## src/rtl/sda_tx.sv

```systemverilog
// sda_tx -- single-wire serial frame transmitter.
//
// Each accepted request {in_addr, in_data} becomes one frame, sent one bit
// per clock:
//   PRE(1) START(0) CMD(1) ADDR[0..7] DATA[0..15] [PARITY] STOP(1)
// Address and data bits go out LSB first. One request can wait in a
// pending register while a frame is on the wire. A waiting request starts
// right after the STOP bit, with no gap cycle.
//
// Build option:
//   SDA_TX_PARITY_EN - when defined, a PARITY bit goes between DATA and STOP.
//                      It is the even parity (XOR) of the 24 address and
//                      data bits, so a frame takes 29 cycles instead of 28.
//
// Parameter:
//   IDLE_RELEASE - 1: sda_oe is low in IDLE. 0: the line is driven high in IDLE.
//
// Ports:
//   clk        - clock; all state changes on its rising edge
//   reset      - asynchronous active-high reset
//   in_valid   - frame request valid
//   in_ready   - request accepted on a rising edge where in_valid & in_ready
//   in_addr    - frame address (8 bits)
//   in_data    - frame data (16 bits)
//   sda_o      - serial data bit (registered)
//   sda_oe     - drive enable for sda_o (registered)
//   busy       - high whenever the FSM is not in IDLE
//   frame_done - one-cycle pulse during the STOP bit
module sda_tx #(
  parameter int IDLE_RELEASE = 1
) (
  input  logic        clk,
  input  logic        reset,
  input  logic        in_valid,
  output logic        in_ready,
  input  logic [7:0]  in_addr,
  input  logic [15:0] in_data,
  output logic        sda_o,
  output logic        sda_oe,
  output logic        busy,
  output logic        frame_done
);

  localparam logic OE_IDLE = (IDLE_RELEASE == 0);

  typedef enum logic [2:0] {
    S_IDLE   = 3'd0,
    S_PRE    = 3'd1,
    S_START  = 3'd2,
    S_CMD    = 3'd3,
    S_ADDR   = 3'd4,
    S_DATA   = 3'd5,
`ifdef SDA_TX_PARITY_EN
    S_PARITY = 3'd6,
`endif
    S_STOP   = 3'd7
  } state_t;

  state_t      state_q, state_d;
  logic [23:0] shift_q, shift_d;      // {data, addr}; bit 0 is the bit being sent
  logic [23:0] pend_q, pend_d;
  logic        pend_full_q, pend_full_d;
  logic [4:0]  cnt_q, cnt_d;          // bits left in the current field, minus one
  logic        sda_o_q, sda_o_d;
  logic        sda_oe_q, sda_oe_d;
  logic        done_q, done_d;
`ifdef SDA_TX_PARITY_EN
  logic        par_q, par_d;
`endif

  logic        accept;
  logic        direct_load;
  logic [23:0] in_word;

  assign in_word  = {in_data, in_addr};
  // The reset term stops any request from being accepted while reset is high.
  assign in_ready = ~pend_full_q & ~reset;
  assign accept   = in_valid & in_ready;
  // Acceptance needs pending to be empty, so in STOP the new word can go
  // straight into the shift register.
  assign direct_load = accept & ((state_q == S_IDLE) | (state_q == S_STOP));

  always_comb begin
    state_d     = state_q;
    shift_d     = shift_q;
    pend_d      = pend_q;
    pend_full_d = pend_full_q;
    cnt_d       = cnt_q;
`ifdef SDA_TX_PARITY_EN
    par_d       = par_q;
`endif

    if (accept && !direct_load) begin
      pend_d      = in_word;
      pend_full_d = 1'b1;
    end

    case (state_q)
      S_IDLE: begin
        if (direct_load) begin
          state_d = S_PRE;
          shift_d = in_word;
`ifdef SDA_TX_PARITY_EN
          par_d   = ^in_word;
`endif
        end
      end
      S_PRE:   state_d = S_START;
      S_START: state_d = S_CMD;
      S_CMD: begin
        state_d = S_ADDR;
        cnt_d   = 5'd7;
      end
      S_ADDR: begin
        shift_d = {1'b0, shift_q[23:1]};
        if (cnt_q == 5'd0) begin
          state_d = S_DATA;
          cnt_d   = 5'd15;
        end else begin
          cnt_d = cnt_q - 5'd1;
        end
      end
      S_DATA: begin
        shift_d = {1'b0, shift_q[23:1]};
        if (cnt_q == 5'd0) begin
`ifdef SDA_TX_PARITY_EN
          state_d = S_PARITY;
`else
          state_d = S_STOP;
`endif
        end else begin
          cnt_d = cnt_q - 5'd1;
        end
      end
`ifdef SDA_TX_PARITY_EN
      S_PARITY: state_d = S_STOP;
`endif
      S_STOP: begin
        if (pend_full_q) begin
          state_d     = S_PRE;
          shift_d     = pend_q;
          pend_full_d = 1'b0;
`ifdef SDA_TX_PARITY_EN
          par_d       = ^pend_q;
`endif
        end else if (direct_load) begin
          state_d = S_PRE;
          shift_d = in_word;
`ifdef SDA_TX_PARITY_EN
          par_d   = ^in_word;
`endif
        end else begin
          state_d = S_IDLE;
        end
      end
      default: state_d = S_IDLE;
    endcase

    // The line outputs are registered. They are taken from the next state,
    // so they show the bit of the state just entered.
    case (state_d)
      S_START: sda_o_d = 1'b0;
      S_ADDR,
      S_DATA:  sda_o_d = shift_d[0];
`ifdef SDA_TX_PARITY_EN
      S_PARITY: sda_o_d = par_d;
`endif
      default: sda_o_d = 1'b1;
    endcase
    sda_oe_d = (state_d != S_IDLE) | OE_IDLE;
    done_d   = (state_d == S_STOP);
  end

  always_ff @(posedge clk or posedge reset) begin
    if (reset) begin
      state_q     <= S_IDLE;
      shift_q     <= '0;
      pend_q      <= '0;
      pend_full_q <= 1'b0;
      cnt_q       <= '0;
      sda_o_q     <= 1'b1;
      sda_oe_q    <= OE_IDLE;
      done_q      <= 1'b0;
`ifdef SDA_TX_PARITY_EN
      par_q       <= 1'b0;
`endif
    end else begin
      state_q     <= state_d;
      shift_q     <= shift_d;
      pend_q      <= pend_d;
      pend_full_q <= pend_full_d;
      cnt_q       <= cnt_d;
      sda_o_q     <= sda_o_d;
      sda_oe_q    <= sda_oe_d;
      done_q      <= done_d;
`ifdef SDA_TX_PARITY_EN
      par_q       <= par_d;
`endif
    end
  end

  assign sda_o      = sda_o_q;
  assign sda_oe     = sda_oe_q;
  assign busy       = (state_q != S_IDLE);
  assign frame_done = done_q;

endmodule

```

## config.mk

```make
export PLATFORM = sky130hd
export DESIGN_NAME = sda_tx
export DESIGN_NICKNAME = d
export VERILOG_FILES = /design/src/rtl/sda_tx.sv
export SDC_FILE = /design/constraint.sdc
export NUM_CORES = 1
export LEC_CHECK = 0
export ABC_AREA = 1
export BUFFER_PORTS_ARGS = -buffer_cell sky130_fd_sc_hd__buf_2
export CELL_PAD_IN_SITES_DETAIL_PLACEMENT = 2
export CELL_PAD_IN_SITES_GLOBAL_PLACEMENT = 2
export CORE_MARGIN = 5
export CORE_UTILIZATION = 39
export CTS_BUF_LIST = sky130_fd_sc_hd__clkbuf_16
export DETAILED_ROUTE_END_ITERATION = 12
export PLACE_DENSITY_LB_ADDON = 0.05
export SYNTH_ARGS = -nofsm -noshare
export SYNTH_HDL_FRONTEND = slang
export SYNTH_SLANG_ARGS = --single-unit
export TNS_END_PERCENT = 20
```

## constraint.sdc

```tcl
create_clock -name clk -period 2.5 [get_ports clk]
set_input_delay 0.125 -clock clk [delete_from_list [all_inputs] [get_ports clk]]
set_output_delay 0.125 -clock clk [all_outputs]
set_load 0.05 [all_outputs]
```

Word level (Yosys, flattened, before mapping). Index checks and enable logic that the tools add are counted.

Add/sub/neg operators: 1. Multiply operators: 0. Divide/modulo/power cells: 0. Order comparisons: 0. Equality and inequality tests: 11. Shift-type cells: 0. Muxes and demuxes: 16. Bitwise operators: 6. Reductions and logical operators: 11.

Operators with widths (number): 24-bit one-hot mux with 3 select lines (1); 24-bit two-way mux (2); 3-bit one-hot mux with 7 select lines (1); 3-bit == test (second input constant) (6); 5-bit one-hot mux with 3 select lines (1); 3-bit nonzero test (4); 5-bit two-way mux (2); 3-bit by 2-bit == test with 1-bit output (second input constant) (3); 3-bit two-way mux (3); 5-bit logical NOT (1); 1-bit two-way mux (5); 5-bit by 1-bit subtractor with 5-bit output (second input constant) (1); 2-bit OR reduction (2); 1-bit bitwise AND (3); 3-bit by 1-bit == test with 1-bit output (second input constant) (1); 3-bit logical NOT (1); 2-bit inequality test (second input constant) (1); 1-bit inverter (2); 1-bit one-hot mux with 2 select lines (1); 2-bit AND reduction (1); 1-bit logical AND (1); 1-bit logical NOT (1); 1-bit OR (1).

Bits in registers: 60. Bits in latches: 0. RAM bits: 0. ROM bits: 0. Bits of input ports: 27. Output and inout port bits: 5. Word-level logic and storage cells: 54. Memories: 0.

Logic depth before layout (Yosys ltp).
Depth in word-level cells: 10. Depth in mapped cells: 10. Gate-level depth less buffers: 10.

Worst setup path before layout. Ideal clock, no wire load.

Path kind: register -> register. From: register pend_full_q. To: register pend_q[10]. Setup time: 0.125 ns. Arrival time: 1.988 ns. Required time: 2.375 ns. Setup slack: 0.387 ns. Cell stages (with the launch flop): 7. Path through: dfrtp_1 nor2_1 nand2_1 inv_2 nand2_8 buf_6 mux2_4.

Cells in the longest elaborated chain, start to end: 6.

RTL lines: from (decl) (line 62) `logic pend_full_q, pend_full_d;`; from (signal assigned) (line 191) `pend_full_q <= pend_full_d;`; 1-bit inverter (*) (line 77) `assign in_ready = ~pend_full_q & ~reset;`; 1-bit bitwise AND (*) (line 77); net in_ready (line 35) `output logic in_ready,`; 1-bit bitwise AND (*) (line 78) `assign accept = in_valid & in_ready;`; 1-bit bitwise AND (line 81) `assign direct_load = accept & ((state_q == S_IDLE) | (state_q == S_STOP));`; 1-bit logical NOT (line 93) `if (accept && !direct_load) begin`; 1-bit logical AND (*) (line 93); to (signal assigned) (line 190) `pend_q <= pend_d;`; to (decl) (line 61) `logic [23:0] pend_q, pend_d;`.

Mark *: on every way through the listed nets, which the timed path passes. The rest lies on a longest branch. A chain may end at the register's enable or synchronous reset.

Worst setup path in the final report.
From: register state_q[2]. To: register cnt_q[2].

Cells in the longest elaborated chain, start to end: 3.

RTL lines: from (decl) (line 59) `state_t state_q, state_d;`; from (signal assigned) (line 188) `state_q <= state_d;`; 3-bit == test or 3-bit by 2-bit == test with 1-bit output (tied branches) (line 98) `case (state_q)`; 2-bit inequality test (no line) or 3-bit nonzero test (tied branches); 2-bit AND reduction (no line); to (signal assigned) (line 192) `cnt_q <= cnt_d;`; to (decl) (line 63) `logic [4:0] cnt_q, cnt_d;`.

Several ways; a longest one is shown, not always the timed one.

==> impl_metrics.json <==
{
  "status": "finished, final reports clean",
  "nFillCells": 791,
  "timing_worst_slew_pin_value_ns": 0.448,
  "grt_start_max_net_pins": 61,
  "crit_fanout": 24,
  "final_hold_viol_count": 0,
  "floorplan.initialDensity_pct": 40.1,
  "timing.hold.worst_endpoint": "shift_q[6]$_DFFE_PP0P_",
  "worst_hold_path_class": "primary input to flop",
  "crit_chain": "nand2_1 -> inv_2 -> nand2_1 -> nand2_2 -> inv_2 -> o21ai_2 -> nand2_2 -> inv_2 -> o21ai_1 -> nand2_1",
  "ys_dominant_reg_cell": "sky130_fd_sc_hd__dfrtp_1",
  "reg2reg_to": "cnt_q[2]$_DFFE_PP0P_",
  "setup_clock_skew_after_layout_ns": 0.00466,
  "cp_slowest_stage_delay_ns": 0.46,
  "global_route.overflow_total": 0,
  "cellLeakagePower_nw": 1.69,
  "setup_repair_after_global_routing_missed_its_margin": "false",
  "routed_wirelength_mm": 8.12,
  "yosys_warnings": 0,
  "worst-r2r-cell-count": 10,
  "crit_family": "simple AND/OR/NAND/NOR gates",
  "ir_drop_uv": 327,
  "finish.net_count": 373,
  "clock_latency_ns": 0.33,
  "grt_first_pass_wirelength_mm": 13.5,
  "detailroute.via_count": 2252,
  "drt-wirelength-per-cell_um": 18.1,
  "layout_min_cycle_time_ns": 1.94,
  "dpl.hpwl_mm": 5.31,
  "internal_reg_to_reg_setup_slack_ns": 0.56,
  "first_iter_violations": 39,
  "core-area_mm2": 0.00725,
  "crit_required_ns": 2.71,
  "tritoncts.num_buffers": 9,
  "synth-edff-count": 0,
  "cts_root_buffer": "sky130_fd_sc_hd__clkbuf_16",
  "synth_cells": 307,
  "fraction_of_layout_instances_using_a_drive_strength_above_1_pct": 27.2,
  "cts_resized": 0,
  "grt_usage_pct": 19.7,
  "die_h_um": 96.3,
  "clock_tree.htree_level_count": 3,
  "drt-vias-per-instance": 5.03,
  "post-route-cell-area_mm2": 0.00350,
  "synth_fp_nets": 336,
  "final_layout_worst_hold_slack_ns": 0.0432,
  "max_freq_mhz": 516,
  "synth_seq_cells": 60,
  "cts_num_sinks": 60,
  "syn2layout_area_growth_pct": 20.3,
  "timing.max_cap.violations": 0,
  "startpoint_type": "flop",
  "timing.critical_path.to_type": "flop",
  "slew_headroom_pct": 70.1,
  "chipWidth_um": 96.3,
  "post-route-util_pct": 48.2,
  "placed_cell_area_mm2": 0.00317,
  "grt_antenna_before_repair": 0,
  "final.setup.tns_ns": 0,
  "insertedDiodeCount": 0,
  "ys_async_sr_fraction_pct": 100,
  "synthesis.area_per_instance_um2": 9.47,
  "die_area_mm2": 0.00928,
  "setup_viol": 0,
  "cts_tree": "built",
  "instance_count_on_the_critical_path": 10,
  "critical_setup_path_class": "flop to flop",
  "timing.critical_path.arrival_ns": 2.15,
  "drt_drc_violations_left": 0,
  "finalMaxSlewViolations": 0,
  "ioPinCount": 32,
  "clk_pin_slew_worst_paths_ns": 0.05,
  "antenna_left": 0,
  "critical_path.reg2reg.startpoint": "state_q[2]$_DFF_PP0_",
  "hold_path_depth": 3,
  "clk_buf_depth": 2,
  "finalWeightedCongestion": 0.766,
  "final.period_utilization_pct": 77.5,
  "worst_hold_startpoint": "in_addr[6]",
  "yosys.cell_types.count": 31,
  "syn-cell-area_mm2": 0.00291,
  "numPortBuffers": 31,
  "placementRows": 31,
  "critPathBufInv": 3,
  "number_of_global_route_vias_before_repair": 2634,
  "critPathSlowestCell": "sky130_fd_sc_hd__dfrtp_1",
  "powerDensity_mw_per_mm2": 795,
  "synth-seq-area-share_pct": 51.7,
  "dr.pass1.iters": 4
}
-- how the worst max path moves through the flow --
stage	from	end	slack, ns
after floorplan	pend_full_q$_DFF_PP0_	pend_q[10]$_DFFE_PP0P_	0.39
after global placement	state_q[1]$_DFF_PP0_	sda_o$_DFF_PP1_	0.73
after detailed placement	state_q[1]$_DFF_PP0_	cnt_q[1]$_DFFE_PP0P_	0.65
after CTS	state_q[2]$_DFF_PP0_	cnt_q[2]$_DFFE_PP0P_	0.55
after global routing	state_q[2]$_DFF_PP0_	cnt_q[2]$_DFFE_PP0P_	0.39
final	state_q[2]$_DFF_PP0_	cnt_q[2]$_DFFE_PP0P_	0.56
-- worst register-to-register path: stages (launching register included) --
cell and delay, ns:
sky130_fd_sc_hd__dfrtp_1 0.46, sky130_fd_sc_hd__nand2_1 0.12, sky130_fd_sc_hd__inv_2 0.04, sky130_fd_sc_hd__nand2_1 0.13, sky130_fd_sc_hd__nand2_2 0.11, sky130_fd_sc_hd__inv_2 0.36
sky130_fd_sc_hd__o21ai_2 0.17, sky130_fd_sc_hd__nand2_2 0.17, sky130_fd_sc_hd__inv_2 0.08, sky130_fd_sc_hd__o21ai_1 0.08, sky130_fd_sc_hd__nand2_1 0.08
-- metrics by stage --
step | power, mW | std cells | setup WS [ns]
finish | 2.78 | 448 | 0.562
floorplan | 1.39 | 307 | 0.387
global placement | 1.45 | 431 | 0.725
CTS | 2.82 | 448 | 0.548
global route | 2.89 | 448 | 0.394
detailed placement | 1.48 | 431 | 0.650
-- area by class of cell --
cell class                 instances  area [um^2]  area share [%]
sequential                        60         1500            43.0
multi-input combinational        189         1160            33.3
clock buffer                       9          225            6.44
timing repair buffer              36          208            5.94
inverter                          48          183            5.22
tap                               99          124            3.54
clock inverter                     7         91.3            2.61
-- metal layers --
metal	share of wire (%)	GRT usage [%]
met1	43	23.4
met2	52	34.9
met3	3.3	4.22
met4	1.4	7.36
met5	0	0
-- cell families after synthesis --
| kind of cell | Yosys count | synth area share [%] |
|---|---|---|
| flip-flops | 60 | 51.7 |
| AND/OR/NAND/NOR | 83 | 13.2 |
| XOR/XNOR | 2 | 0.603 |
| AO/OA/AOI/OAI | 80 | 14.6 |
| multiplexers | 22 | 10.6 |
| adder cells (fa/ha/maj) | 2 | 0.860 |
| buffers and inverters | 58 | 8.43 |
-- cell usage in the layout (no fill, tap or decap), types with 3 or more instances in the layout --
cell type                   netlist  routed
sky130_fd_sc_hd__buf_2            8      31
sky130_fd_sc_hd__nand3_1          8       8
sky130_fd_sc_hd__clkbuf_16        0       9
sky130_fd_sc_hd__mux2_4          16      16
sky130_fd_sc_hd__inv_1           40      39
sky130_fd_sc_hd__buf_4            0       3
sky130_fd_sc_hd__nand2_2          3       3
sky130_fd_sc_hd__dfrtp_1         59      59
sky130_fd_sc_hd__o21ai_1         27      27
sky130_fd_sc_hd__a21oi_1         22      21
sky130_fd_sc_hd__nor2_1          10      10
sky130_fd_sc_hd__o21ai_0         23      23
sky130_fd_sc_hd__nand2_1         53      53
sky130_fd_sc_hd__mux2_2           6       6
sky130_fd_sc_hd__inv_2            7       8
-- repair_timing --
action / CTS / global route
hold endpoints to repair: 59 / 0
hold buffers: 1 / 0
setup buffers: 0 / 0
-- power by group --
group          total, mW  switching, mW  internal [mW]
clock network       1.32          0.453          0.866
registers           1.19         0.0795           1.11
logic              0.273          0.101          0.172
total               2.78          0.633           2.15
-- registers in the layout, summed over array words and instances, names as in the netlist --
name and flops:
pend_full_q 1, shift_q 24, state_q 3, cnt_q 5
pend_q 24, frame_done 1, sda_oe 1, sda_o 1
-- synthesized netlist by cell type (2+ instances only) --
cell / n / area share [%]
sky130_fd_sc_hd__dfrtp_1: 59 / 51
sky130_fd_sc_hd__nand2_1: 53 / 6.8
sky130_fd_sc_hd__inv_1: 40 / 5.2
sky130_fd_sc_hd__o21ai_1: 27 / 4.6
sky130_fd_sc_hd__o21ai_0: 23 / 4.0
sky130_fd_sc_hd__a21oi_1: 22 / 3.8
sky130_fd_sc_hd__mux2_4: 16 / 8.3
sky130_fd_sc_hd__nor2_1: 10 / 1.3
sky130_fd_sc_hd__buf_2: 8 / 1.4
sky130_fd_sc_hd__nand3_1: 8 / 1.4
sky130_fd_sc_hd__inv_2: 7 / 0.90
sky130_fd_sc_hd__mux2_2: 6 / 2.3
sky130_fd_sc_hd__nand2_2: 3 / 0.65
sky130_fd_sc_hd__a31oi_1: 2 / 0.43
sky130_fd_sc_hd__buf_6: 2 / 0.77
sky130_fd_sc_hd__ha_1: 2 / 0.86
sky130_fd_sc_hd__nand2_4: 2 / 0.77
sky130_fd_sc_hd__nor2_2: 2 / 0.43
sky130_fd_sc_hd__o21ai_2: 2 / 0.60
sky130_fd_sc_hd__xor2_1: 2 / 0.60
Note: power is estimated with default switching activity, not from simulation.
